$ cat config.mk
export PLATFORM = sky130hd
export DESIGN_NAME = regfile_seq_ctrl
export DESIGN_NICKNAME = d
export VERILOG_FILES = /design/src/rtl/regfile_pkg.sv /design/src/rtl/regfile_seq_ctrl_alu8.sv /design/src/rtl/regfile_seq_ctrl.sv
export SDC_FILE = /design/constraint.sdc
export NUM_CORES = 1
export LEC_CHECK = 0
export ABC_AREA = 1
export CAP_MARGIN = 15
export CORE_MARGIN = 1.5
export CORE_UTILIZATION = 49
export CTS_BUF_LIST = sky130_fd_sc_hd__clkbuf_8 sky130_fd_sc_hd__clkbuf_16
export DETAILED_ROUTE_END_ITERATION = 10
export PLACE_DENSITY = 0.81
export SLEW_MARGIN = 20
export SYNTH_ARGS = -nofsm -noshare
export SYNTH_HDL_FRONTEND = slang
export SYNTH_SLANG_ARGS = --single-unit
$ cat constraint.sdc
create_clock -name Clk -period 2.6 [get_ports Clk]
set_clock_uncertainty 0.15 [all_clocks]
set_input_delay 0.52 -clock Clk [delete_from_list [all_inputs] [get_ports Clk]]
set_output_delay 0.52 -clock Clk [all_outputs]
set_load 0.005 [all_outputs]
$ cat src/rtl/regfile_pkg.sv
// Shared constants and typedefs for the register-file operation sequencer.
package regfile_pkg;

  localparam int unsigned DATA_W = 8;
  localparam int unsigned ADDR_W = 3;

  typedef enum logic [2:0] {
    OP_ADD = 3'd0,
    OP_SUB = 3'd1,
    OP_AND = 3'd2,
    OP_OR  = 3'd3,
    OP_XOR = 3'd4,
    OP_SLL = 3'd5,
    OP_SRL = 3'd6,
    OP_LDI = 3'd7
  } op_t;

  typedef enum logic [1:0] {
    ST_IDLE,
    ST_READ,
    ST_EXEC,
    ST_WRITE
  } state_t;

  localparam logic [ADDR_W-1:0] REG_ZERO = '0;

endpackage

$ cat src/rtl/regfile_seq_ctrl_alu8.sv
// Combinational ALU for the sequencer: result and signed overflow.
// Optional macro ALU_SAT_EN clamps ADD/SUB to the signed limits on overflow.
module alu8
  import regfile_pkg::*;
#(
  parameter int unsigned W = 8
) (
  input  op_t          op,
  input  logic [W-1:0] opX,
  input  logic [W-1:0] opY,
  input  logic [W-1:0] imm,
  output logic [W-1:0] result,
  output logic         ovf
);

  logic [W-1:0] sum;
  logic [W-1:0] diff;

  always_comb begin
    sum    = opX + opY;
    diff   = opX - opY;
    result = '0;
    ovf    = 1'b0;
    case (op)
      OP_ADD: begin
        result = sum;
        ovf    = (opX[W-1] == opY[W-1]) && (sum[W-1] != opX[W-1]);
      end
      OP_SUB: begin
        result = diff;
        ovf    = (opX[W-1] != opY[W-1]) && (diff[W-1] != opX[W-1]);
      end
      OP_AND: result = opX & opY;
      OP_OR:  result = opX | opY;
      OP_XOR: result = opX ^ opY;
      OP_SLL: result = opX << opY[2:0];
      OP_SRL: result = opX >> opY[2:0];
      OP_LDI: result = imm;
      default: result = '0;
    endcase
`ifdef ALU_SAT_EN
    // Overflow sign follows X: positive X overflows upward, negative downward.
    if (ovf) result = opX[W-1] ? {1'b1, {(W-1){1'b0}}} : {1'b0, {(W-1){1'b1}}};
`else
`endif
  end

endmodule

$ cat src/rtl/regfile_seq_ctrl.sv
// Initiator-side sequencer for the 8x8 two-read/one-write register file:
// IDLE -> READ -> EXEC -> WRITE. ADD/SUB saturation selected by ALU_SAT_EN.
module regfile_seq_ctrl
  import regfile_pkg::*;
#(
  parameter int unsigned DATA_W = regfile_pkg::DATA_W,
  parameter int unsigned ADDR_W = regfile_pkg::ADDR_W
) (
  input  logic              Clk,
  input  logic              rst_n,
  input  logic              req_valid,
  output logic              req_ready,
  input  logic [2:0]        req_op,
  input  logic [ADDR_W-1:0] req_rd,
  input  logic [ADDR_W-1:0] req_rs,
  input  logic [ADDR_W-1:0] req_rt,
  input  logic [DATA_W-1:0] req_imm,
  output logic [ADDR_W-1:0] RX,
  output logic [ADDR_W-1:0] RY,
  input  logic [DATA_W-1:0] busX,
  input  logic [DATA_W-1:0] busY,
  output logic              WEN,
  output logic [ADDR_W-1:0] RW,
  output logic [DATA_W-1:0] busW,
  output logic              done,
  output logic [DATA_W-1:0] result,
  output logic              ovf
);

  state_t            state, nextState;
  op_t               opQ;
  logic [ADDR_W-1:0] rdQ;
  logic [DATA_W-1:0] immQ;
  logic [DATA_W-1:0] opXQ, opYQ;
  logic [DATA_W-1:0] aluRes;
  logic              aluOvf;

  alu8 #(.W(DATA_W)) uAlu (
    .op     (opQ),
    .opX    (opXQ),
    .opY    (opYQ),
    .imm    (immQ),
    .result (aluRes),
    .ovf    (aluOvf)
  );

  always_ff @(posedge Clk or negedge rst_n) begin
    if (!rst_n) state <= ST_IDLE;
    else        state <= nextState;
  end

  always_comb begin
    nextState = state;
    case (state)
      ST_IDLE:  if (req_valid && req_ready) nextState = ST_READ;
      ST_READ:  nextState = ST_EXEC;
      ST_EXEC:  nextState = ST_WRITE;
      ST_WRITE: nextState = ST_IDLE;
      default:  nextState = ST_IDLE;
    endcase
  end

  // All port outputs are registered and loaded one edge early so they are
  // stable for the whole cycle of the state that owns them.
  always_ff @(posedge Clk or negedge rst_n) begin
    if (!rst_n) begin
      req_ready <= 1'b1;
      opQ       <= OP_ADD;
      rdQ       <= '0;
      immQ      <= '0;
      opXQ      <= '0;
      opYQ      <= '0;
      RX        <= '0;
      RY        <= '0;
      WEN       <= 1'b0;
      RW        <= '0;
      busW      <= '0;
      done      <= 1'b0;
      result    <= '0;
      ovf       <= 1'b0;
    end else begin
      req_ready <= (nextState == ST_IDLE);
      case (state)
        ST_IDLE: begin
          if (req_valid && req_ready) begin
            opQ  <= op_t'(req_op);
            rdQ  <= req_rd;
            immQ <= req_imm;
            RX   <= req_rs;
            RY   <= req_rt;
          end
        end
        ST_READ: begin
          opXQ <= busX;
          opYQ <= busY;
        end
        ST_EXEC: begin
          result <= aluRes;
          ovf    <= aluOvf;
          busW   <= aluRes;
          RW     <= rdQ;
          WEN    <= (rdQ != REG_ZERO);
          done   <= 1'b1;
        end
        ST_WRITE: begin
          WEN  <= 1'b0;
          done <= 1'b0;
        end
        default: ;
      endcase
    end
  end

endmodule

# Yosys cells after proc, flatten, opt, wreduce, memory -nomap -nowiden

Cells that the tools add are included.

Register bits: 53
Input bits: 39
Logic and storage cells: 50

Reduce and logical (&&, ||, !) cells: 9
Mux-type cells: 6
Shifts and indexed selects: 2
Bitwise gates (word level): 3
Eq/ne operators: 14
$add $sub $neg: 2

Operator list:

| kind               | count |
|---|---|
| $pmux 8 s8         | 1 |
| $eq 3x3->1 const B | 4 |
| $add 8x8->8        | 1 |
| $and 8x8->8        | 1 |
| $or 8x8->8         | 1 |
| $pmux 2 s4         | 1 |
| $shl 8x3->8        | 1 |
| $shr 8x3->8        | 1 |
| $sub 8x8->8        | 1 |
| $xor 8x8->8        | 1 |
| $eq 3x2->1 const B | 2 |
| $pmux 1 s2         | 3 |
| $eq 2x2->1 const B | 2 |
| $logic_not 2->1    | 2 |
| $eq 3x1->1 const B | 1 |
| $logic_and 1x1->1  | 3 |
| $logic_not 3->1    | 1 |
| $ne 1x1->1         | 3 |
| $reduce_bool 3->1  | 1 |
| $eq 2x1->1 const B | 1 |
| $mux 2             | 1 |
| $reduce_and 2->1   | 1 |
| $reduce_bool 2->1  | 1 |
| $eq 1x1->1         | 1 |

# Depth between registers and ports, before layout

Word-level depth: 4
Depth in mapped cells: 15

# Hierarchy

From an unflattened synthesis, not the netlist that was laid out.

Cells, all modules: 561
Area total of the unflattened synthesis: 3937.5 um2

By module, submodules not included:

| module           | instances | cells each | sequential area each (um2) | area an instance (um2) |
|---|---|---|---|---|
| regfile_seq_ctrl | 1         | 233        | 1327.5                     | 2209.6 |
| alu8             | 1         | 328        | 0.0                        | 1727.9 |

# Least setup slack after synthesis

OpenSTA, ideal clock, no wires.

Kind: register to register
Start: register opYQ[2]
End: register result[7]
Buffers on the path: 1
Setup slack: 0.670 ns
Cell stages (with the launch flop): 14
Arrival time: 1.664 ns
Library setup time: 0.116 ns
Cell sequence: dfrtp_1 > inv_2 > ha_1 > buf_4 > nor2_1 > nand2_1 > nand2_1 > nand3_1 > nand2_1 > nand2_1 > nand3_1 > nand2_1 > nand2_1 > nand2_1

Longest elaborated chain between the ends: 2
Elaborated cells between the ends (all ways): 5
Classes of those cells: add/sub: 2; shift: 2; mux: 1

Ends and longest elaborated chain:

| element                                   | RTL line                    | text |
|---|---|---|
| start: declaration                        | regfile_seq_ctrl.sv:34      | `logic [DATA_W-1:0] opXQ, opYQ;` |
| start signal: assignment                  | regfile_seq_ctrl.sv:95      | `opYQ <= busY;` |
| $sub 8x8->8, or another cell as far along | regfile_seq_ctrl_alu8.sv:21 | `diff = opX - opY;` |
| $pmux 8 s8 (*)                            | regfile_seq_ctrl_alu8.sv:24 | `case (op)` |
| end signal: assignment                    | regfile_seq_ctrl.sv:98      | `result <= aluRes;` |
| end: declaration                          | regfile_seq_ctrl.sv:26      | `output logic [DATA_W-1:0] result,` |

Mark *: on every way between the ends. The rest lies on a longest branch, timed or not.
A chain may end at the register's enable or synchronous reset.

# Worst setup path in the final report

Start: register opYQ[0]
End: register result[1]

The elaborated chain is that of the path after synthesis.

==> flow_summary_export.csv <==
group,metric,value,unit
status,outcome,"finished, final reports clean",
setup_path,crit_path_start_kind,"flip-flop",
clock_network,cts.hold.buffers_added,1,
synthesis,syn_avg_cell_area,7.70,um2
global_route,grt_first_pass_wirelength,17800,um
synthesis,syn_nets,575,
clock_network,postCtsSetupBuffers,0,
setup_path,cp_top_family,"adder cells",
clock_network,clock_sinks,53,
clock_network,cts.clk_slew.worst_paths,0.11,ns
detailed_routing,routed-wl-met3,534,um
die,rows,32,
clock_network,htree_levels,2,
setup_path,crit_top_cell,"nand3_1",
setup_path,critPathMaxStageDelay,0.61,ns
sta,setup_viol,0,
setup_path,path_buf_inv,1,
layout,num_antenna_cells,0,
synthesis,ys_types,43,
synthesis,syn_inst,506,
power,power.leakage,2.24,nW
synthesis,ys_seq_elements,53,
die,io_pins,68,
place,dpl_cell_area,0.00459,mm2
synthesis,yosys.area.top_type,"dfrtp_1",
die,initial_core_util,50.4,%
detailed_routing,drc,0,
synthesis,syn_area,0.00389,mm2
sta,slew_viol_final,0,
layout,nNetsFinal,634,
sta,timing.final.crit_share,89.4,%
detailed_routing,dr.pass1.iters,7,
detailed_routing,ant_nets,0,
min_path,holdCritPathClass,"reg -> reg",
global_route,globalRoute.totalOverflow,0,
synthesis,synthMostInstantiatedCell,"nand2_1",
sta,rsz0062_at_grt,"no",
setup_path,crit_chain,"ha_1 > inv_1 > fa_1 > o21ai_0 > nand3_1 > nor2_1 > nand3_1 > nand3_1 > nand2_1",
setup_path,cp_slowest_cell,"dfrtp_1",
sta,hold_ws,0.335,ns
sta,max-slew-margin-rel,61.6,%
layout,syn2layout_area_growth,20.5,%
layout,final_util,60.7,%
die,die_area,0.00849,mm2
setup_path,required,2.68,ns
global_route,grt.total_usage,27.2,%
detailed_routing,drt_iter0_drc,194,
setup_path,critPathKind,"reg -> reg",
layout,fin_area,0.00469,mm2
power,ir_drop,0.000612,V
global_route,antenna_found_initial,0,
clock_network,clockBufferDepth,2,
detailed_routing,wl,11100,um
clock_network,clockRootBuffer,"clkbuf_8",
detailed_routing,top_layer_used,"met4",
setup_path,crit_path_end_kind,"flip-flop",
synthesis,seq_area_frac_synth,34.1,%
place,post-dp-hpwl,8920,um
synthesis,synthTopCellsByCount,"nand2_1, nand3_1, dfrtp_1",
die,die_width,92.2,um
detailed_routing,wirelength_met1,5180,um
sta,worstMarginPinSlew,0.576,ns
die,coreArea,0.00773,mm2
job,cap_violations,0,
sta,hold_viol,0,
detailed_routing,wl_met2,5190,um
sta,fmax,0.430,GHz
detailed_routing,wl_per_cell,16.7,um
global_route,grt_max_degree,33,
detailed_routing,vias,3609,
power,cellPowerDensity,1350,mW/mm2
clock_network,insertion_delay,0.33,ns
synthesis,synth-async-reset-ratio,100,%
sta,fin_crit,2.32,ns
die,die_h,92.2,um
synthesis,synth-edff-count,0,
place,place_congestion,1.05,
clock_network,tritoncts,"done",
clock_network,cts_buffers,5,
layout,drive_gt1_share,11.8,%
clock_network,cts_resized,0,
synthesis,ys.flop_type,"dfrtp_1",
synthesis,yosys.area.top_type_share,33.4,%
power,fin_total_pwr,6.32,mW
global_route,grt_pass1_vias,3415,
setup_path,path_max_fanout,12,
synthesis,yosys_warnings,0,
detailed_routing,detail_route.vias_per_cell,5.40,
setup_path,arrival,2.41,ns
synthesis,synth.area.top_cells,"dfrtp_1, nand2_1, ha_1",
sta,fin_tns_setup,0,ns
place,port_buffers,67,
==> worst min-delay path, stage by stage (launching register included) <==
cell     delay, ns
dfrtp_1       0.36
nand2_1       0.05
nand2_1       0.04
==> sequential cells by signal, summed over array words and instances, names as in the netlist, 2 cells and up <==
| name | count |
|---|---|
| result | 8 |
| opYQ | 8 |
| RY | 3 |
| state | 2 |
| opQ | 3 |
| rdQ | 3 |
| RW | 3 |
| immQ | 8 |
| RX | 3 |
| opXQ | 8 |
==> path summary, 6_finish.rpt <==
kind	endpoint	cells after the start	from	slack (ns)
worst max-delay path	result[1]	9	opYQ[0]	0.28
worst min-delay path	RW[0]	2	RW[0]	0.34
worst max register to register	result[1]	9	opYQ[0]	0.28
worst min register to register	RW[0]	2	RW[0]	0.34
max in group asynchronous	req_ready	3	rst_n	1.30
min in group asynchronous	opXQ[3]	2	rst_n	0.39
==> metal layers <==
layer | global-route usage (%) | vias to the layer above
li1 | - | 1761
met1 | 38.3 | 1696
met2 | 43.7 | 135
met3 | 3.32 | 17
met4 | 7.82 | 0
met5 | 0 | -
==> logic make-up after synthesis <==
group	after synthesis	synth area share, %
adders and majority gates	30	10.0
buffers and inverters	78	9.80
muxes	17	4.91
DFF	53	34.1
xor gates and xnor gates	4	0.900
AOI/OAI and AO/OA	58	9.22
and+or+nand+nor	266	31.1
==> area by class of cell <==
| class | count | area, um2 |
|---|---|---|
| multi-input combinational | 375 | 2190 |
| tap | 102 | 128 |
| fill | 710 | 3040 |
| clock inverter | 3 | 21.3 |
| timing repair buffer | 78 | 751 |
| sequential | 53 | 1330 |
| clock buffer | 5 | 68.8 |
| inverter | 52 | 210 |
==> metrics by stage <==
stage                     worst slack (ns)  instances
final                                0.275        668
after global routing                 0.138        668
after CTS                            0.290        668
after detailed placement             0.312        659
after global placement               0.256        659
after floorplan                      0.670        506
==> power breakdown <==
part           switching [mW]  internal (mW)
clock                   0.308          0.192
sequential              0.431           1.23
combinational            2.50           1.66
==> cell usage in the layout, fill, tap and decap left out, types with 5 or more instances in the layout <==
cell type / netlist / routed
nand4_1: 9 / 9
nand2_1: 143 / 143
clkbuf_8: 0 / 5
o211ai_1: 10 / 10
nand3_1: 57 / 57
mux2_2: 17 / 17
clkdlybuf4s50_1: 0 / 66
a21oi_1: 11 / 11
inv_2: 6 / 6
buf_4: 9 / 10
o21ai_0: 20 / 20
nor2_1: 35 / 35
inv_1: 42 / 42
ha_1: 28 / 28
dfrtp_1: 52 / 52
Power figures use the tool's default switching activity.
